<file path="src/rtl/os_detector_if.sv">
`default_nettype none
// =============================================================================
// Module : os_detector_if
// Desc   : PHY receive symbol stream into the detector, LTSSM status out of it.
// Rev    : 1.0  initial release
// =============================================================================
interface os_detector_if #(
  parameter int CNT_W = 4
);
  logic [7:0]       rxdata;
  logic             rxdatak;
  logic             rxvalid;
  logic             cnt_clr;
  logic             ts1_det;
  logic             ts2_det;
  logic             skp_det;
  logic             os_err;
  logic [7:0]       link_num;
  logic [7:0]       lane_num;
  logic [7:0]       n_fts;
  logic [7:0]       rate_id;
  logic [7:0]       train_ctrl;
  logic [CNT_W-1:0] ts1_cnt;
  logic [CNT_W-1:0] ts2_cnt;
  logic             ts1_match;
  logic             ts2_match;

  modport master (
    output rxdata, rxdatak, rxvalid, cnt_clr,
    input  ts1_det, ts2_det, skp_det, os_err,
    input  link_num, lane_num, n_fts, rate_id, train_ctrl,
    input  ts1_cnt, ts2_cnt, ts1_match, ts2_match
  );

  modport slave (
    input  rxdata, rxdatak, rxvalid, cnt_clr,
    output ts1_det, ts2_det, skp_det, os_err,
    output link_num, lane_num, n_fts, rate_id, train_ctrl,
    output ts1_cnt, ts2_cnt, ts1_match, ts2_match
  );
endinterface
`default_nettype wire

</file>
<file path="src/rtl/os_detector.sv">
`default_nettype none
// =============================================================================
// Module : os_detector
// Desc   : Frames and validates Gen1 TS1/TS2/SKP ordered sets on the RX stream.
// Rev    : 1.0  initial release
// =============================================================================
module os_detector #(
  parameter int MATCH_CNT = 8,
  parameter int CNT_W     = 4
) (
  input  logic         clk,
  input  logic         rst,
  os_detector_if.slave bus
);

  localparam logic [1:0] S_IDLE = 2'd0;
  localparam logic [1:0] S_HDR  = 2'd1;
  localparam logic [1:0] S_ID   = 2'd2;
  localparam logic [1:0] S_SKPS = 2'd3;

  localparam logic [7:0] C_COM    = 8'hBC;
  localparam logic [7:0] C_SKP    = 8'h1C;
  localparam logic [7:0] C_PAD    = 8'hF7;
  localparam logic [7:0] C_TS1_ID = 8'h4A;
  localparam logic [7:0] C_TS2_ID = 8'h45;

  logic [1:0] state_q, state_d;
  logic [3:0] idx_q, idx_d;
  logic [1:0] skp_q, skp_d;
  logic [7:0] type_q, type_d;

  logic [7:0] link_sh_q, lane_sh_q, nfts_sh_q, rate_sh_q, ctrl_sh_q;
  logic [7:0] prev1_link_q, prev1_lane_q, prev2_link_q, prev2_lane_q;

  logic             ts1_det_q, ts2_det_q, skp_det_q, os_err_q;
  logic [7:0]       link_q, lane_q, nfts_q, rate_q, ctrl_q;
  logic [CNT_W-1:0] ts1_cnt_q, ts2_cnt_q;

  logic w_is_com, w_is_skp, w_is_pad;
  logic w_restart, w_err, w_ts_ok, w_skp_ok;
  logic w_ts1_ok, w_ts2_ok;

  function automatic logic [CNT_W-1:0] sat_inc(input logic [CNT_W-1:0] v);
    return (&v) ? v : v + CNT_W'(1);
  endfunction

  assign w_is_com = bus.rxdatak && (bus.rxdata == C_COM);
  assign w_is_skp = bus.rxdatak && (bus.rxdata == C_SKP);
  assign w_is_pad = bus.rxdatak && (bus.rxdata == C_PAD);

  always_ff @(posedge clk or posedge rst) begin
    if (rst) begin
      state_q <= S_IDLE;
      idx_q   <= 4'd0;
      skp_q   <= 2'd0;
      type_q  <= 8'h00;
    end else begin
      state_q <= state_d;
      idx_q   <= idx_d;
      skp_q   <= skp_d;
      type_q  <= type_d;
    end
  end

  // Symbol classification; a COM outside IDLE always wins and restarts framing.
  always_comb begin
    w_restart = 1'b0;
    w_err     = 1'b0;
    w_ts_ok   = 1'b0;
    w_skp_ok  = 1'b0;
    if (bus.rxvalid) begin
      if ((state_q != S_IDLE) && w_is_com) begin
        w_restart = 1'b1;
      end else begin
        case (state_q)
          S_HDR: begin
            if ((idx_q == 4'd1) && w_is_skp)
              w_err = 1'b0;
            else if (idx_q <= 4'd2)
              w_err = bus.rxdatak && !w_is_pad;
            else
              w_err = bus.rxdatak;
          end
          S_ID: begin
            if (idx_q == 4'd6)
              w_err = bus.rxdatak ||
                      ((bus.rxdata != C_TS1_ID) && (bus.rxdata != C_TS2_ID));
            else begin
              w_err   = bus.rxdatak || (bus.rxdata != type_q);
              w_ts_ok = !w_err && (idx_q == 4'd15);
            end
          end
          S_SKPS: begin
            if (w_is_skp)
              w_skp_ok = (skp_q == 2'd2);
            else
              w_err = 1'b1;
          end
          default: w_err = 1'b0;
        endcase
      end
    end
  end

  always_comb begin
    state_d = state_q;
    idx_d   = idx_q;
    skp_d   = skp_q;
    type_d  = type_q;
    if (bus.rxvalid) begin
      if (w_restart) begin
        state_d = S_HDR;
        idx_d   = 4'd1;
      end else if (w_err) begin
        state_d = S_IDLE;
        idx_d   = 4'd0;
      end else begin
        case (state_q)
          S_IDLE: begin
            if (w_is_com) begin
              state_d = S_HDR;
              idx_d   = 4'd1;
            end
          end
          S_HDR: begin
            if ((idx_q == 4'd1) && w_is_skp) begin
              state_d = S_SKPS;
              skp_d   = 2'd1;
            end else begin
              idx_d = idx_q + 4'd1;
              if (idx_q == 4'd5)
                state_d = S_ID;
            end
          end
          S_ID: begin
            if (idx_q == 4'd6)
              type_d = bus.rxdata;
            if (idx_q == 4'd15) begin
              state_d = S_IDLE;
              idx_d   = 4'd0;
            end else begin
              idx_d = idx_q + 4'd1;
            end
          end
          S_SKPS: begin
            skp_d = skp_q + 2'd1;
            if (w_skp_ok)
              state_d = S_IDLE;
          end
          default: state_d = S_IDLE;
        endcase
      end
    end
  end

  assign w_ts1_ok = w_ts_ok && (type_q == C_TS1_ID);
  assign w_ts2_ok = w_ts_ok && (type_q == C_TS2_ID);

  always_ff @(posedge clk or posedge rst) begin
    if (rst) begin
      link_sh_q <= 8'h00;
      lane_sh_q <= 8'h00;
      nfts_sh_q <= 8'h00;
      rate_sh_q <= 8'h00;
      ctrl_sh_q <= 8'h00;
    end else if (bus.rxvalid && (state_q == S_HDR) && !w_restart && !w_err) begin
      case (idx_q)
        4'd1:    link_sh_q <= bus.rxdata;
        4'd2:    lane_sh_q <= bus.rxdata;
        4'd3:    nfts_sh_q <= bus.rxdata;
        4'd4:    rate_sh_q <= bus.rxdata;
        4'd5:    ctrl_sh_q <= bus.rxdata;
        default: ;
      endcase
    end
  end

  always_ff @(posedge clk or posedge rst) begin
    if (rst) begin
      ts1_det_q <= 1'b0;
      ts2_det_q <= 1'b0;
      skp_det_q <= 1'b0;
      os_err_q  <= 1'b0;
      link_q    <= 8'h00;
      lane_q    <= 8'h00;
      nfts_q    <= 8'h00;
      rate_q    <= 8'h00;
      ctrl_q    <= 8'h00;
    end else begin
      ts1_det_q <= w_ts1_ok;
      ts2_det_q <= w_ts2_ok;
      skp_det_q <= w_skp_ok;
      os_err_q  <= w_err || w_restart;
      if (w_ts_ok) begin
        link_q <= link_sh_q;
        lane_q <= lane_sh_q;
        nfts_q <= nfts_sh_q;
        rate_q <= rate_sh_q;
        ctrl_q <= ctrl_sh_q;
      end
    end
  end

  // A run continues only while link/lane repeat and the other type's run is empty.
  always_ff @(posedge clk or posedge rst) begin
    if (rst) begin
      ts1_cnt_q    <= '0;
      ts2_cnt_q    <= '0;
      prev1_link_q <= 8'h00;
      prev1_lane_q <= 8'h00;
      prev2_link_q <= 8'h00;
      prev2_lane_q <= 8'h00;
    end else begin
      if (w_ts1_ok) begin
        prev1_link_q <= link_sh_q;
        prev1_lane_q <= lane_sh_q;
      end
      if (w_ts2_ok) begin
        prev2_link_q <= link_sh_q;
        prev2_lane_q <= lane_sh_q;
      end
      if (bus.cnt_clr || w_err) begin
        ts1_cnt_q <= '0;
        ts2_cnt_q <= '0;
      end else if (w_ts1_ok) begin
        ts1_cnt_q <= ((link_sh_q == prev1_link_q) && (lane_sh_q == prev1_lane_q) &&
                      (ts2_cnt_q == '0)) ? sat_inc(ts1_cnt_q) : CNT_W'(1);
        ts2_cnt_q <= '0;
      end else if (w_ts2_ok) begin
        ts2_cnt_q <= ((link_sh_q == prev2_link_q) && (lane_sh_q == prev2_lane_q) &&
                      (ts1_cnt_q == '0)) ? sat_inc(ts2_cnt_q) : CNT_W'(1);
        ts1_cnt_q <= '0;
      end
    end
  end

  assign bus.ts1_det    = ts1_det_q;
  assign bus.ts2_det    = ts2_det_q;
  assign bus.skp_det    = skp_det_q;
  assign bus.os_err     = os_err_q;
  assign bus.link_num   = link_q;
  assign bus.lane_num   = lane_q;
  assign bus.n_fts      = nfts_q;
  assign bus.rate_id    = rate_q;
  assign bus.train_ctrl = ctrl_q;
  assign bus.ts1_cnt    = ts1_cnt_q;
  assign bus.ts2_cnt    = ts2_cnt_q;
  assign bus.ts1_match  = (32'(ts1_cnt_q) >= 32'(MATCH_CNT));
  assign bus.ts2_match  = (32'(ts2_cnt_q) >= 32'(MATCH_CNT));

endmodule
`default_nettype wire

</file>
<file path="src/flat_wrapper.sv">
// flat-port wrapper written by rule: the top's interface ports become plain ports
module os_detector_flat 
#(
  parameter int MATCH_CNT = 8,
  parameter int CNT_W     = 4
)
  (clk, rst, bus_rxdata, bus_rxdatak, bus_rxvalid, bus_cnt_clr, bus_ts1_det, bus_ts2_det, bus_skp_det, bus_os_err, bus_link_num, bus_lane_num, bus_n_fts, bus_rate_id, bus_train_ctrl, bus_ts1_cnt, bus_ts2_cnt, bus_ts1_match, bus_ts2_match);
  os_detector_if #(.CNT_W(CNT_W)) bus_i ();
  input  logic clk;
  input  logic rst;
  input wire logic [$bits(bus_i.rxdata)-1:0] bus_rxdata;
  input wire logic [$bits(bus_i.rxdatak)-1:0] bus_rxdatak;
  input wire logic [$bits(bus_i.rxvalid)-1:0] bus_rxvalid;
  input wire logic [$bits(bus_i.cnt_clr)-1:0] bus_cnt_clr;
  output wire logic [$bits(bus_i.ts1_det)-1:0] bus_ts1_det;
  output wire logic [$bits(bus_i.ts2_det)-1:0] bus_ts2_det;
  output wire logic [$bits(bus_i.skp_det)-1:0] bus_skp_det;
  output wire logic [$bits(bus_i.os_err)-1:0] bus_os_err;
  output wire logic [$bits(bus_i.link_num)-1:0] bus_link_num;
  output wire logic [$bits(bus_i.lane_num)-1:0] bus_lane_num;
  output wire logic [$bits(bus_i.n_fts)-1:0] bus_n_fts;
  output wire logic [$bits(bus_i.rate_id)-1:0] bus_rate_id;
  output wire logic [$bits(bus_i.train_ctrl)-1:0] bus_train_ctrl;
  output wire logic [$bits(bus_i.ts1_cnt)-1:0] bus_ts1_cnt;
  output wire logic [$bits(bus_i.ts2_cnt)-1:0] bus_ts2_cnt;
  output wire logic [$bits(bus_i.ts1_match)-1:0] bus_ts1_match;
  output wire logic [$bits(bus_i.ts2_match)-1:0] bus_ts2_match;
  assign bus_i.rxdata = bus_rxdata;
  assign bus_i.rxdatak = bus_rxdatak;
  assign bus_i.rxvalid = bus_rxvalid;
  assign bus_i.cnt_clr = bus_cnt_clr;
  assign bus_ts1_det = bus_i.ts1_det;
  assign bus_ts2_det = bus_i.ts2_det;
  assign bus_skp_det = bus_i.skp_det;
  assign bus_os_err = bus_i.os_err;
  assign bus_link_num = bus_i.link_num;
  assign bus_lane_num = bus_i.lane_num;
  assign bus_n_fts = bus_i.n_fts;
  assign bus_rate_id = bus_i.rate_id;
  assign bus_train_ctrl = bus_i.train_ctrl;
  assign bus_ts1_cnt = bus_i.ts1_cnt;
  assign bus_ts2_cnt = bus_i.ts2_cnt;
  assign bus_ts1_match = bus_i.ts1_match;
  assign bus_ts2_match = bus_i.ts2_match;
  os_detector #(.MATCH_CNT(MATCH_CNT), .CNT_W(CNT_W)) u_core (.clk(clk), .rst(rst), .bus(bus_i));
endmodule
</file>
<file path="config.mk">
export PLATFORM = sky130hd
export DESIGN_NAME = os_detector_flat
export DESIGN_NICKNAME = d
export VERILOG_FILES = /design/src/rtl/os_detector_if.sv /design/src/rtl/os_detector.sv /design/src/flat_wrapper.sv
export SDC_FILE = /design/constraint.sdc
export NUM_CORES = 1
export LEC_CHECK = 0
export BUFFER_PORTS_ARGS = -buffer_cell sky130_fd_sc_hd__buf_2
export CAP_MARGIN = 25
export CORE_UTILIZATION = 58
export DETAILED_ROUTE_END_ITERATION = 12
export PLACE_DENSITY_LB_ADDON = 0.15
export SLEW_MARGIN = 40
export SYNTH_ARGS = -nofsm -noshare
export SYNTH_HDL_FRONTEND = slang
export SYNTH_SLANG_ARGS = --single-unit
</file>
<file path="constraint.sdc">
create_clock -name clk -period 10.8 [get_ports clk]
set_input_delay 1.62 -clock clk [delete_from_list [all_inputs] [get_ports clk]]
set_output_delay 1.62 -clock clk [all_outputs]
set_load 0.05 [all_outputs]
</file>
==> impl_summary.md, run 1 <==
Run status
The run finished with clean final reports.

Synthesis
The prevailing post-synth register cell is sky130_fd_sc_hd__dfrtp_1. In this run the mean area of a mapped cell was between 10 and 15 sq um. During synthesis, Yosys emitted a total of 0 warnings. The share of synthesized area in the top cell type comes to 52.5%.

The synthesized netlist devotes under 10% of its cell area to XOR and XNOR gates. In the post-synthesis netlist, the biggest area contributors are sky130_fd_sc_hd__dfrtp_1 (52%), sky130_fd_sc_hd__mux2_2 (14%), sky130_fd_sc_hd__nand2_1 (3.3%). For this run, the register share of the synthesized area comes to 52.5%. By count the netlist is led by sky130_fd_sc_hd__dfrtp_1 (140), sky130_fd_sc_hd__mux2_2 (85), sky130_fd_sc_hd__nand2_1 (58), sky130_fd_sc_hd__xor2_1 (24), sky130_fd_sc_hd__mux2_1 (19).

In this run, synthesis inferred 0 flip-flops with an integrated enable. The net count of the mapped netlist is about 570. The largest total area in the synthesized netlist belongs to sky130_fd_sc_hd__dfrtp_1. In this run, synthesis produced a sequential element count of 140. Counting flops with an async set or reset pin after synthesis yields a share of between 90% and 100%. The netlist uses 59 different library cells.

In this run the cell area of the synthesized design comes to 6680 sq um. sky130_fd_sc_hd__dfrtp_1 is the most common cell in the netlist. Synthesis produced a netlist whose cell count is 542.

The synthesized netlist devotes 5.28% of its cell area to compound gates. The portion of synthesized area spent on multiplexers is 18.1%. By area, the combinational part of the netlist is dominated by multiplexers.

After Yosys synthesis, and, or, nand and nor cells account for a little over an eighth of the synthesized area. The adder-cell area share of the yosys netlist is 2.62%.

Flow run
The count of max-cap constraint violations is 0.

Timing
The setup TNS is 0 ps. The shortest clock period the worst path allows after layout is approximately 3800 ps. The number of endpoints with negative hold slack in the final report came to 0. The tightest slew margin relative to the limit is 50.7%. The clock skew is around 8.8 ps. After layout, the worst path uses 35.3% of the clock period. Setup repair after global routing left no endpoint under its margin. The worst path setup slack after routing is 6980 ps. The total of endpoints with negative setup slack in the final report is 0.

For the pin with the worst max-slew slack, the measured transition is 733 ps. The maximum operating frequency is 0.262 GHz. The number of slew-limit violations in the final report came to 0.

Route
Once detail routing completed, the nets flagged for antenna violations numbered 0. Detailed routing inserted a total of 4338 vias. The per-cell via count in the routed design is 5.74.

The average wire length per cell after detail routing is 17.9 um. Wires add up to 13500 um. The starting DRC count in detailed routing is 181.

For this run, the detailed router's first-pass iteration total came to 5. The detailed-route DRC error count is 0.

Clocking
At the later pin of the worst-skew pair, clock insertion delay measures 420 ps. Counting along the longest clock path gives a buffer depth of 2. The post-cts hold buffer count is 0.

The post-cts repair resize count is 0. After clock tree synthesis, the clock-pin slew on the worst setup and hold paths is roughly 50 ps. Post-CTS timing repair inserted 0 buffers for setup. The level count of the clock H-tree is 4.

The tree is rooted in a sky130_fd_sc_hd__clkbuf_16. The TritonCTS buffer count is 17. The clock tree from TritonCTS is yes. The tree built by TritonCTS fans out to 140 sinks.

Floorplan
The number of I/O pins is 67. The floorplan step defined a die boundary enclosing 11900 sq um. The effective utilization at floorplan is 60.5%.

In this run the vertical extent of the chip is 109 um. The die is 109 um wide. The core region is 11000 sq um. In this run the core area contains 38 standard-cell rows.

Global route
The aggregate global routing overflow is 0. The number of antenna violations at the first check in global routing was 0. The first global-routing pass estimated 22200 um of wire. The number of global-route vias before repair came to 4349. The total global-route track usage is 25.1%.

Entering global routing, the biggest net connects 76 pins.

Final layout
The fraction of layout instances using a drive strength above 1 is 33.9%. The relative area change from synthesis to final layout is 15.0%. The number of diodes is 0. At the end of the flow, the number of nets in the layout was 631. The final core utilization is 69.6%.

The number of fill cells in the layout is 790. The final cell count without fillers is 756. With fillers left out, the area of the finished cells amounts to 7680 sq um.

Setup path
The arrival time of data at the critical path endpoint is 4140 ps. The critical setup path kind is input port to flip-flop. Of all nets on the critical path, the largest fanout is 20. The critical path data required time is 11120 ps. The endpoint class of the critical path is a flip-flop.

The worst setup path is launched from an input port.

Placed design
The placed cell count is 725. The count of input and output buffers is 66. Prior to clock tree synthesis, the placed netlist has a worst setup slack of 6580 ps. Detailed placement finished with a half-perimeter wire length of 9140 um. The congestion estimate from routability-driven global placement came to 0.851. The post-place instance area is 7120 sq um.

Power
The analysis attributes to cell leakage a power of 3.94 nW. The power per cell area is 196 nW/um^2. The worst-case IR drop observed on VDD is around 0.12 mV.

Min path
The min-delay analysis places its worst path in the category flip-flop to flip-flop.
## cells by family after synthesis
logic type,after synthesis
compound gates,44
xor+xnor,40
fa+ha+maj,14
buf+inv,44
flops,140
mux,108
simple gates,152
## cell type report
| type | count | area (sq um) | area share [%] |
|---|---|---|---|
| inverter | 17 | 68.8 | 0.896 |
| timing repair buffer | 70 | 364 | 4.74 |
| clock inverter | 8 | 60.1 | 0.782 |
| multi-input combinational | 358 | 3010 | 39.2 |
| clock buffer | 23 | 498 | 6.49 |
| tap | 140 | 175 | 2.28 |
| sequential | 140 | 3500 | 45.6 |
## stage by stage
step | hold WS, ps | power (W)
after floorplan | 458 | 0.000885
after global placement | 471 | 0.000959
after detailed placement | 477 | 0.000967
after CTS | 490 | 0.00151
after global routing | 516 | 0.00157
final | 486 | 0.00150
## final timing paths
path / startpoint / endpoint / slack (ps) / cells past startpoint
min reg2reg: u_core.prev2_lane_q[6] / u_core.prev2_lane_q[6] / 490 / 2
min: u_core.prev2_lane_q[6] / u_core.prev2_lane_q[6] / 490 / 2
min in group asynchronous: rst / u_core.bus.link_num[7] / 1310 / 2
max in group asynchronous: rst / u_core.nfts_sh_q[4] / 8460 / 3
max reg2reg: u_core.idx_q[0] / u_core.bus.ts2_cnt[1] / 7640 / 10
max: bus_rxdata[5] / u_core.bus.ts2_cnt[1] / 6980 / 9
## cells in the final DEF, fill, tap and decap left out, types with 3 or more instances in the layout
cell type	instances
sky130_fd_sc_hd__o21ai_0	8
sky130_fd_sc_hd__clkbuf_16	17
sky130_fd_sc_hd__mux2i_1	4
sky130_fd_sc_hd__a21oi_1	14
sky130_fd_sc_hd__xor2_1	24
sky130_fd_sc_hd__a211oi_1	3
sky130_fd_sc_hd__a21oi_4	3
sky130_fd_sc_hd__nand3_1	15
sky130_fd_sc_hd__and3_1	4
sky130_fd_sc_hd__ha_1	14
sky130_fd_sc_hd__clkinv_4	3
sky130_fd_sc_hd__mux2_1	19
sky130_fd_sc_hd__dfrtp_1	140
sky130_fd_sc_hd__xnor2_1	16
sky130_fd_sc_hd__nand2b_1	6
sky130_fd_sc_hd__nor4_1	7
sky130_fd_sc_hd__buf_2	66
sky130_fd_sc_hd__nand2_1	58
sky130_fd_sc_hd__nand3b_1	4
sky130_fd_sc_hd__nand4_1	8
sky130_fd_sc_hd__or3_1	3
sky130_fd_sc_hd__inv_1	16
sky130_fd_sc_hd__buf_4	3
sky130_fd_sc_hd__mux2_2	85
sky130_fd_sc_hd__nand4_4	3
sky130_fd_sc_hd__clkbuf_8	5
sky130_fd_sc_hd__nor2_1	13
sky130_fd_sc_hd__nor3_1	5
## flip-flops by register name, indices dropped and copies added (netlist names), 2 cells and up
signal	cells
u_core.bus.lane_num	8
u_core.bus.link_num	8
u_core.bus.n_fts	8
u_core.bus.rate_id	8
u_core.bus.train_ctrl	8
u_core.bus.ts1_cnt	4
u_core.bus.ts2_cnt	4
u_core.ctrl_sh_q	8
u_core.idx_q	4
u_core.lane_sh_q	8
u_core.link_sh_q	8
u_core.nfts_sh_q	8
u_core.prev1_lane_q	8
u_core.prev1_link_q	8
u_core.prev2_lane_q	8
u_core.prev2_link_q	8
u_core.rate_sh_q	8
u_core.skp_q	2
u_core.state_q	2
u_core.type_q	8
## per-layer routing
layer | routed length [um] | global-route usage, %
met1 | 5970 | 32.4
met2 | 6680 | 40.8
met3 | 585 | 6.88
met4 | 269 | 8.95
met5 | 0 | 0
## worst max-delay path, cell delays in order
cell and delay [ps]:
sky130_fd_sc_hd__buf_2 160, sky130_fd_sc_hd__xor2_1 190, sky130_fd_sc_hd__nor4_2 320, sky130_fd_sc_hd__nand4_2 400, sky130_fd_sc_hd__or3_1 790, sky130_fd_sc_hd__inv_1 190
sky130_fd_sc_hd__and3_1 190, sky130_fd_sc_hd__nand2_1 60, sky130_fd_sc_hd__a211oi_1 210
## power by group
group | total, W | switching (W) | leakage [nW] | internal [W]
sequential | 0.000659 | 0.0000768 | 1.92 | 0.000582
combinational | 0.000303 | 0.000172 | 1.75 | 0.000131
clock | 0.000540 | 0.000216 | 0.272 | 0.000323
Power figures use the tool's default switching activity.
==> run 2, diff against run 1 <==
--- a/config.mk
+++ b/config.mk
@@ -5,9 +5,10 @@
 export SDC_FILE = /design/constraint.sdc
 export NUM_CORES = 1
 export LEC_CHECK = 0
+export ABC_AREA = 1
 export BUFFER_PORTS_ARGS = -buffer_cell sky130_fd_sc_hd__buf_2
 export CAP_MARGIN = 25
-export CORE_UTILIZATION = 58
+export CORE_UTILIZATION = 54
 export DETAILED_ROUTE_END_ITERATION = 12
 export PLACE_DENSITY_LB_ADDON = 0.15
 export SLEW_MARGIN = 40
==> constraint.sdc (replaced) <==
create_clock -name clk -period 3.2 [get_ports clk]
set_input_delay 0.48 -clock clk [delete_from_list [all_inputs] [get_ports clk]]
set_output_delay 0.48 -clock clk [all_outputs]
set_load 0.05 [all_outputs]
==> run 2 against run 1 <==
Against the previous run: sequential power increased to 3.2 times the previous value; combinational power increased to 3.4 times the previous value; register-to-register slack got worse by 6800 ps; first-iteration DRC count increased by 140%; cell count increased by 50%; synthesized area increased by 5.9%; non-clock buffer count increased by 2; sequential share of layout area decreased by 2.5 points; critical path depth increased by 5; wire length increased by 17%; design area increased by 5.8%; clock-buffer cell count decreased by 3; critical path type is now flip-flop to flip-flop; largest cell class unchanged; highest routed layer unchanged.
==> impl_summary.md, run 2 <==
Run status
Run status: finished, final reports clean (unchanged).

Floorplan
The die area was 13600 sq um (was 11900 sq um). The die outline height is 116 um (was 109 um). The number of I/O pins is 67 (unchanged).

The floorplan row count is 41 (was 38). The placeable core region is 12700 sq um (was 11000 sq um). The effective utilization at floorplan is 55.8% (was 60.5%). The horizontal die dimension is 116 um (was 109 um).

Final layout
The final cell count without fillers is 1133 (was 756). Commonest cells after routing, fill and taps aside: sky130_fd_sc_hd__nand2_1 (331), sky130_fd_sc_hd__dfrtp_1 (140), sky130_fd_sc_hd__nor2_1 (73), sky130_fd_sc_hd__inv_1 (71), sky130_fd_sc_hd__o21ai_0 (70) (was sky130_fd_sc_hd__dfrtp_1 (140), sky130_fd_sc_hd__mux2_2 (85), sky130_fd_sc_hd__buf_2 (66), sky130_fd_sc_hd__nand2_1 (58), sky130_fd_sc_hd__xor2_1 (24)). The number of diodes was 0 (unchanged). The layout net count is 976 (was 631).

The relative area change from synthesis to final layout came to 14.8% (was 15.0%). The fraction of layout instances using a drive strength above 1 is 16.5% (was 33.9%). The most common cell after layout, fill and taps aside is sky130_fd_sc_hd__nand2_1 (was sky130_fd_sc_hd__dfrtp_1). The final core utilization is 64.1% (was 69.6%).

Power
The power per cell area came to 634 nW/um^2 (was 196 nW/um^2). The worst vdd rail ir drop is 0.398 mV (was 0.122 mV). The post-layout total power came to 0.00515 W (was 0.00150 W).

The static leakage is 4.22 nW (was 3.94 nW).

Placed design
The setup slack after placement is 827 ps (was 6580 ps). The placer congestion estimate is 0.940 (was 0.851). The placed cell count is 1102 (was 725). The total half-perimeter wirelength after legalization and detailed placement is 10800 um (was 9140 um). The count of input and output buffers is 66 (unchanged).

Timing
The tightest slew margin relative to the limit is 47.3% (was 50.7%). Setup repair after global routing missed its margin: no (unchanged). The post-route clock period utilization is between 70% and 80%.

The worst path setup slack after routing is 845 ps (was 6980 ps). The shortest clock period the worst path allows after layout is 2350 ps. The slew of the pin with the lowest slew margin was 784 ps (was 733 ps).

The number of endpoints with negative hold slack in the final report is 0 (unchanged). Derived from the worst setup path, the maximum achievable clock frequency is 0.425 GHz. The total of endpoints with negative setup slack in the final report was 0 (unchanged). The clock skew was 14.1 ps (was 8.79 ps). The setup TNS is 0 ps (unchanged). The number of slew-limit violations in the final report came to 0 (unchanged).

Flow run
The count of max-cap constraint violations came to 0 (unchanged).

Clocking
The post-cts repair resize count is 0 (unchanged). The clock latency on the worst-skew pair came to 430 ps (was 420 ps). The buffer cell driving the clock tree root is sky130_fd_sc_hd__clkbuf_16 (unchanged). The number of post-CTS setup repair buffers is 0 (unchanged). The TritonCTS buffer count came to 17 (unchanged). The post-cts hold buffer count is 0 (unchanged). The clock net sink count is 140 (unchanged). The level count of the clock H-tree is 4 (unchanged). The maximum clock insertion buffer count is 2 (unchanged). The clock tree from TritonCTS is yes (unchanged). The clock-pin slew of the registers on the worst-case setup and hold paths is 60 ps (was 50 ps).

Synthesis
The share of the synthesized area in the top cell type was 49.5% (was 52.5%). The number of enable-type register cells in the synthesized netlist is 0 (unchanged). The cell count after synthesis is 884 (was 542). The most frequent cell after synthesis is sky130_fd_sc_hd__nand2_1 (was sky130_fd_sc_hd__dfrtp_1). The share of the yosys chip area belonging to registers is 49.5% (was 52.5%).

The post-synthesis sequential element count came to 140 (unchanged). The count of yosys warnings during synthesis is 0 (unchanged). The cell taking the most area after synthesis is sky130_fd_sc_hd__dfrtp_1 (unchanged). The summed instance area of the synthesized netlist is 7070 sq um (was 6680 sq um). The prevailing post-synth register cell is sky130_fd_sc_hd__dfrtp_1 (unchanged). The mean cell area of the mapped netlist is 8.00 sq um (was 12.3 sq um).

Top cells by count, synth: sky130_fd_sc_hd__nand2_1 (332), sky130_fd_sc_hd__dfrtp_1 (140), sky130_fd_sc_hd__nor2_1 (73), sky130_fd_sc_hd__inv_1 (72), sky130_fd_sc_hd__o21ai_0 (70) (was sky130_fd_sc_hd__dfrtp_1 (140), sky130_fd_sc_hd__mux2_2 (85), sky130_fd_sc_hd__nand2_1 (58), sky130_fd_sc_hd__xor2_1 (24), sky130_fd_sc_hd__mux2_1 (19)). The number of distinct library cells after synthesis is 35 (was 59). Synth area leaders: sky130_fd_sc_hd__dfrtp_1 (50%), sky130_fd_sc_hd__nand2_1 (18%), sky130_fd_sc_hd__o21ai_0 (5.0%) (was sky130_fd_sc_hd__dfrtp_1 (52%), sky130_fd_sc_hd__mux2_2 (14%), sky130_fd_sc_hd__nand2_1 (3.3%)). The net count of the mapped netlist is 911 (was 569). The fraction of registers with async set or reset after synthesis came to 100% (unchanged).

Global route
The global-route wire length before repair is 26000 um (was 22200 um). The number of global-route vias before repair is 5340 (was 4349). The total global-route track usage is 25.6% (was 25.1%). The maximum number of pins on one net before global-route repair is 141 (was 76).

The aggregate global routing overflow was 0 (unchanged). The number of antenna violations at the first check in global routing is 0 (unchanged).

Route
The final routed wirelength across all metal layers came to 15800 um (was 13500 um). The number of routed nets with antenna violations is 0 (unchanged). The per-cell via count in the routed design is 5.13 (was 5.74).

The length of the first detailed-routing pass in iterations is 5 (unchanged). The via count is 5815 (was 4338). The starting DRC count in detailed routing is 438 (was 181). The detailed-route DRC error count is 0 (unchanged). The average wire length per cell after detail routing is 13.9 um (was 17.9 um).

Setup path
The critical path data required time is 3510 ps (was 11120 ps). The arrival time of data at the critical path endpoint is 2670 ps (was 4140 ps). The critical setup path kind is flip-flop to flip-flop (was input port to flip-flop).

The endpoint class of the critical path is a flip-flop (unchanged). The critical-path maximum fanout was 20 (unchanged). The nature of the critical path startpoint is a flip-flop (was input port).

Min path
The classification of the worst-slack hold path is input port to async pin (was flip-flop to flip-flop).
==> run 2: cell count changes in the layout (fill, tap and decap cells not counted), moves of 7 or more <==
cell / before / now
sky130_fd_sc_hd__inv_1: 16 / 71
sky130_fd_sc_hd__xnor2_1: 16 / 6
sky130_fd_sc_hd__nand3_1: 15 / 31
sky130_fd_sc_hd__o21ai_0: 8 / 70
sky130_fd_sc_hd__nand2_2: 0 / 7
sky130_fd_sc_hd__nand2_1: 58 / 331
sky130_fd_sc_hd__o21ai_1: 1 / 19
sky130_fd_sc_hd__inv_2: 0 / 9
sky130_fd_sc_hd__mux2_1: 19 / 0
sky130_fd_sc_hd__mux2_2: 85 / 0
sky130_fd_sc_hd__xor2_1: 24 / 9
sky130_fd_sc_hd__nor2_1: 13 / 73
sky130_fd_sc_hd__o21ai_2: 0 / 21
sky130_fd_sc_hd__nor4_1: 7 / 0
==> run 2: per-layer routing <==
layer,vias up,part of all wire [%],track usage [%]
li1,2931,-,-
met1,2707,46,33.7
met2,152,47,41.1
met3,25,5.0,5.14
met4,0,2.2,11.5
met5,-,0,0
==> run 2: cell type report <==
type | instances | area (sq um)
Clock buffer | 20 | 447
Clock inverter | 11 | 169
Fill cell | 1145 | 4550
Inverter | 84 | 325
Multi-Input combinational cell | 634 | 3070
Sequential cell | 140 | 3500
Tap cell | 172 | 215
Timing Repair Buffer | 72 | 388
==> run 2: cells by family after synthesis <==
family                   after synthesis  synth area share [%]
buffers and inverters                110                  7.06
AO/OA/AOI/OAI                        124                  10.0
flip-flops                           140                  49.5
AND/OR/NAND/NOR                      481                  29.0
XOR/XNOR                              15                  1.86
adder cells (fa/ha/maj)               14                  2.48
==> run 2: final timing paths <==
check / startpoint / end / slack, ps / cells past startpoint
setup / recovery: u_core.idx_q[0] / u_core.bus.ts1_cnt[1] / 850 / 14
hold / removal: rst / u_core.bus.link_num[1] / 270 / 3
setup reg to reg: u_core.idx_q[0] / u_core.bus.ts1_cnt[1] / 850 / 14
hold reg to reg: u_core.rate_sh_q[2] / u_core.bus.rate_id[2] / 470 / 2
max in group asynchronous: rst / u_core.bus.ts1_cnt[1] / 2420 / 3
min in group clk: bus_rxvalid / u_core.bus.skp_det / 410 / 3
==> run 2: report_power, final <==
group          switching, W  leakage [nW]  total, W  internal [W]
clock              0.000734         0.288   0.00205       0.00132
combinational      0.000681          2.05   0.00102      0.000341
sequential         0.000159          1.88   0.00208       0.00192
total               0.00157          4.22   0.00515       0.00358
==> run 2: through the flow <==
stage	cell area, sq um	hold slack (ps)
after global placement	7500	451
final	8120	270
after floorplan	7080	442
after CTS	8120	316
after global routing	8120	331
after detailed placement	7500	451
==> run 2: critical path, cell delays in order, from the launching register on <==
cell and delay [ps]:
sky130_fd_sc_hd__dfrtp_1 440, sky130_fd_sc_hd__inv_1 100, sky130_fd_sc_hd__ha_1 280, sky130_fd_sc_hd__nand3_1 180
sky130_fd_sc_hd__inv_1 70, sky130_fd_sc_hd__nor2_1 80, sky130_fd_sc_hd__nand3_1 80, sky130_fd_sc_hd__nor2_1 120
sky130_fd_sc_hd__nand2_2 80, sky130_fd_sc_hd__inv_2 80, sky130_fd_sc_hd__nand2_2 250, sky130_fd_sc_hd__nand4_2 240
sky130_fd_sc_hd__nand2_1 120, sky130_fd_sc_hd__nand2_1 70, sky130_fd_sc_hd__nand2_1 50
==> run 3, diff against run 2 <==
--- a/config.mk
+++ b/config.mk
@@ -5,10 +5,10 @@
 export SDC_FILE = /design/constraint.sdc
 export NUM_CORES = 1
 export LEC_CHECK = 0
-export ABC_AREA = 1
+export ABC_AREA = 0
 export BUFFER_PORTS_ARGS = -buffer_cell sky130_fd_sc_hd__buf_2
 export CAP_MARGIN = 25
-export CORE_UTILIZATION = 54
+export CORE_UTILIZATION = 58
 export DETAILED_ROUTE_END_ITERATION = 12
 export PLACE_DENSITY_LB_ADDON = 0.15
 export SLEW_MARGIN = 40
==> constraint.sdc (replaced) <==
create_clock -name clk -period 2.3 [get_ports clk]
set_input_delay 0.345 -clock clk [delete_from_list [all_inputs] [get_ports clk]]
set_output_delay 0.345 -clock clk [all_outputs]
set_load 0.05 [all_outputs]
==> run 3 against run 2 <==
Against the previous run: setup slack got worse by 1100 ps; first-iteration DRC count shrank 34%; the run now ends with negative setup slack left; sequential power rose by 46%; wire length is 7.8% higher; critical endpoint is now u_core.bus.ts1_cnt[2]; clock-buffer cell count shrank 3; largest power group unchanged; critical path depth decreased by 3; die area decreased by 12%; hold slack got worse by 140 ps; sequential cell count unchanged.
==> impl_summary.md, run 3 (same netlist as run 1, synthesis figures left out) <==
Final layout
The fraction of layout instances using a drive strength above 1 was 48.8% (was 16.5%). The relative area change from synthesis to final layout was 34.1% (was 14.8%). The layout net count is 723 (was 976). The number of diodes was 0 (unchanged). The most common cell after layout, fill and taps aside was sky130_fd_sc_hd__dfrtp_1 (was sky130_fd_sc_hd__nand2_1). The final cell count without fillers is 849 (was 1133).

The cell area after layout came to 8960 sq um (was 8120 sq um). Commonest cells after routing, fill and taps aside: sky130_fd_sc_hd__dfrtp_1 (140), sky130_fd_sc_hd__buf_4 (76), sky130_fd_sc_hd__buf_2 (66), sky130_fd_sc_hd__nand2_1 (58), sky130_fd_sc_hd__mux2_4 (53) (was sky130_fd_sc_hd__nand2_1 (331), sky130_fd_sc_hd__dfrtp_1 (140), sky130_fd_sc_hd__nor2_1 (73), sky130_fd_sc_hd__inv_1 (71), sky130_fd_sc_hd__o21ai_0 (70)).

Placed design
The setup slack after placement is -342 ps (was 827 ps). The count of input and output buffers came to 66 (unchanged). The placer congestion estimate is 0.925 (was 0.940). The post-place instance area is 7860 sq um (was 7500 sq um). The total half-perimeter wirelength after legalization and detailed placement is 10600 um (was 10800 um).

The placed cell count is 799 (was 1102).

Flow run
The count of max-cap constraint violations is 0 (unchanged).

Timing
The total of endpoints with negative setup slack in the final report is 85 (was 0). The tightest slew margin relative to the limit was 51.0% (was 47.3%). The post-route clock period utilization is 110% (was 73.6%).

The shortest clock period the worst path allows after layout is 2530 ps (was 2350 ps). The slew of the pin with the lowest slew margin was 735 ps (was 784 ps). The number of endpoints with negative hold slack in the final report was 0 (unchanged). The maximum operating frequency is 0.395 GHz (was 0.425 GHz). The worst path setup slack after routing is -230 ps (was 845 ps).

Setup repair after global routing missed its margin: yes (was no). The clock skew was 11.7 ps (was 14.1 ps). The number of slew-limit violations in the final report is 0 (unchanged).

Setup path
The number of buffer and inverter instances along the worst setup path is 3 (unchanged). The arrival time of data at the critical path endpoint is 2870 ps (was 2670 ps). The critical setup path kind is flip-flop to flip-flop (unchanged). The critical-path maximum fanout is 5 (was 20). The nature of the critical path startpoint is a flip-flop (unchanged). The critical path data required time is 2640 ps (was 3510 ps). The cell at the slowest stage of the critical path was sky130_fd_sc_hd__or3_4 (was sky130_fd_sc_hd__dfrtp_1).

The endpoint class of the critical path is a flip-flop (unchanged). The library cell appearing most often on the critical path was sky130_fd_sc_hd__buf_4 (was sky130_fd_sc_hd__nand2_1). The number of cells on the worst reg-to-reg path came to 11 (was 14). Worst path cell trace: buf_4 -> buf_4 -> ha_1 -> nand3_1 -> nor2_2 -> nand4_2 -> or3_4 -> nor4_4 -> buf_4 -> a21oi_2 -> nor3_2 (was inv_1 -> ha_1 -> nand3_1 -> inv_1 -> nor2_1 -> nand3_1 -> nor2_1 -> nand2_2 -> inv_2 -> nand2_2 -> nand4_2 -> nand2_1 -> nand2_1 -> nand2_1). The capture point of the worst reg-to-reg path is u_core.bus.ts1_cnt[2] (was u_core.bus.ts1_cnt[1]). The startpoint of the most critical register-to-register path is u_core.idx_q[1] (was u_core.idx_q[0]). The register-to-register path setup slack is -230 ps (was 850 ps). The critical path's top delay family is simple AND/OR/NAND/NOR gates (unchanged). The peak per-stage delay on the critical path was 440 ps (about the same).

Floorplan
The effective utilization at floorplan is 60.5% (was 55.8%). The floorplan row count is 38 (was 41). The die area was 11900 sq um (was 13600 sq um). The placeable core region is 11000 sq um (was 12700 sq um).

The horizontal die dimension came to 109 um (was 116 um). The die outline height is 109 um (was 116 um). The number of I/O pins is 67 (unchanged).

Clocking
The post-cts hold buffer count is 0 (unchanged). The TritonCTS buffer count is 17 (unchanged). The level count of the clock H-tree was 4 (unchanged). The clock net sink count is 140 (unchanged). The clock tree from TritonCTS is yes (unchanged). The maximum clock insertion buffer count was 2 (unchanged). The clock-pin slew of the registers on the worst-case setup and hold paths is 60 ps (about the same). The clock latency on the worst-skew pair was 430 ps (about the same). The buffer cell driving the clock tree root is sky130_fd_sc_hd__clkbuf_16 (unchanged).

Run status
The checks that failed: negative setup slack. Run status: finished with violations (was finished, final reports clean).

Global route
The global-route wire length before repair came to 26500 um (was 26000 um). The total global-route track usage is 29.9% (was 25.6%). The aggregate global routing overflow is 0 (unchanged).

The maximum number of pins on one net before global-route repair is 141 (unchanged). The number of global-route vias before repair is 5151 (was 5340). The number of antenna violations at the first check in global routing was 0 (unchanged).

Route
The average wire length per cell after detail routing is 20.1 um (was 13.9 um). The via count is 4936 (was 5815). The per-cell via count in the routed design came to 5.81 (was 5.13). The detailed-route DRC error count is 0 (unchanged).

The length of the first detailed-routing pass in iterations is 5 (unchanged). The number of routed nets with antenna violations is 0 (unchanged). The final routed wirelength across all metal layers is 17000 um (was 15800 um). The starting DRC count in detailed routing was 291 (was 438).

Power
The static leakage is 4.61 nW (was 4.22 nW). The power per cell area is 912 nW/um^2 (was 634 nW/um^2). The worst vdd rail ir drop is 0.587 mV (was 0.398 mV). The post-layout total power is 0.00817 W (was 0.00515 W).

Min path
The classification of the worst-slack hold path is input port to async pin (unchanged).
-- run 3: changes by cell type in the layout (fill, tap and decap cells not counted), moves of 51 or more --
cell and change:
sky130_fd_sc_hd__buf_4 +71, sky130_fd_sc_hd__inv_1 -56, sky130_fd_sc_hd__mux2_2 +51, sky130_fd_sc_hd__mux2_4 +53, sky130_fd_sc_hd__nand2_1 -273, sky130_fd_sc_hd__nor2_1 -64, sky130_fd_sc_hd__o21ai_0 -67
-- run 3: where the power goes --
| group | internal (W) | switching, W | total (W) |
|---|---|---|---|
| sequential | 0.00273 | 0.000294 | 0.00303 |
| combinational | 0.00119 | 0.00113 | 0.00231 |
| clock | 0.00172 | 0.00111 | 0.00283 |
| total | 0.00564 | 0.00253 | 0.00817 |
-- run 3: layer usage --
layer	part of all wire (%)	GRT usage, %	vias up
met4	2.9	13.9	0
met3	4.7	6.40	41
met2	51	50.2	157
met5	0	0	-
li1	-	-	2220
met1	41	37.2	2518
-- run 3: worst register-to-register path, cell delays in order (launching register included) --
cell                      delay [ps]
sky130_fd_sc_hd__dfrtp_1         390
sky130_fd_sc_hd__buf_4           130
sky130_fd_sc_hd__buf_4           110
sky130_fd_sc_hd__ha_1            160
sky130_fd_sc_hd__nand3_1         140
sky130_fd_sc_hd__nor2_2          190
sky130_fd_sc_hd__nand4_2         170
sky130_fd_sc_hd__or3_4           440
sky130_fd_sc_hd__nor4_4          280
sky130_fd_sc_hd__buf_4           190
sky130_fd_sc_hd__a21oi_2          70
sky130_fd_sc_hd__nor3_2          180
-- run 3: worst max-delay path by stage --
stage,from,endpoint,slack (ps),cells past startpoint
2_1_floorplan,u_core.idx_q[1],u_core.rate_sh_q[6],-180,8
5_1_grt,u_core.idx_q[1],u_core.lane_sh_q[6],-320,10
6_report,u_core.idx_q[1],u_core.bus.ts1_cnt[2],-230,11
3_3_place_gp,bus_rxdata[5],u_core.idx_q[3],-200,9
3_5_place_dp,u_core.idx_q[1],u_core.idx_q[3],-340,10
4_1_cts,u_core.idx_q[1],u_core.link_sh_q[4],-280,9
-- run 3: stage by stage --
stage | hold WS, ps | TNS [ps] | utilization [%]
floorplan | 457 | -9920 | -
CTS | 185 | -14810 | 78.9
finish | 125 | -10710 | 81.2
global route | 218 | -19800 | 81.2
detailed placement | 481 | -16580 | 71.3
global placement | 471 | -11230 | 71.3
-- run 3: cell type report --
class                   instances  area, sq um
clock buffers                  17          425
clock inverters                15          185
fillers                       584         2070
inverters                      17         67.6
multi-input cells             358         3400
flip-flops and latches        140         3500
well taps                     140          175
repair buffers                162         1200
-- run 3: what timing repair did --
action | CTS | global route
gates cloned | 0 | 1
setup endpoints to repair | 80 | 137
buffers inserted | 5 | 12
resized for setup | 46 | 32
pin swaps | 19 | 20
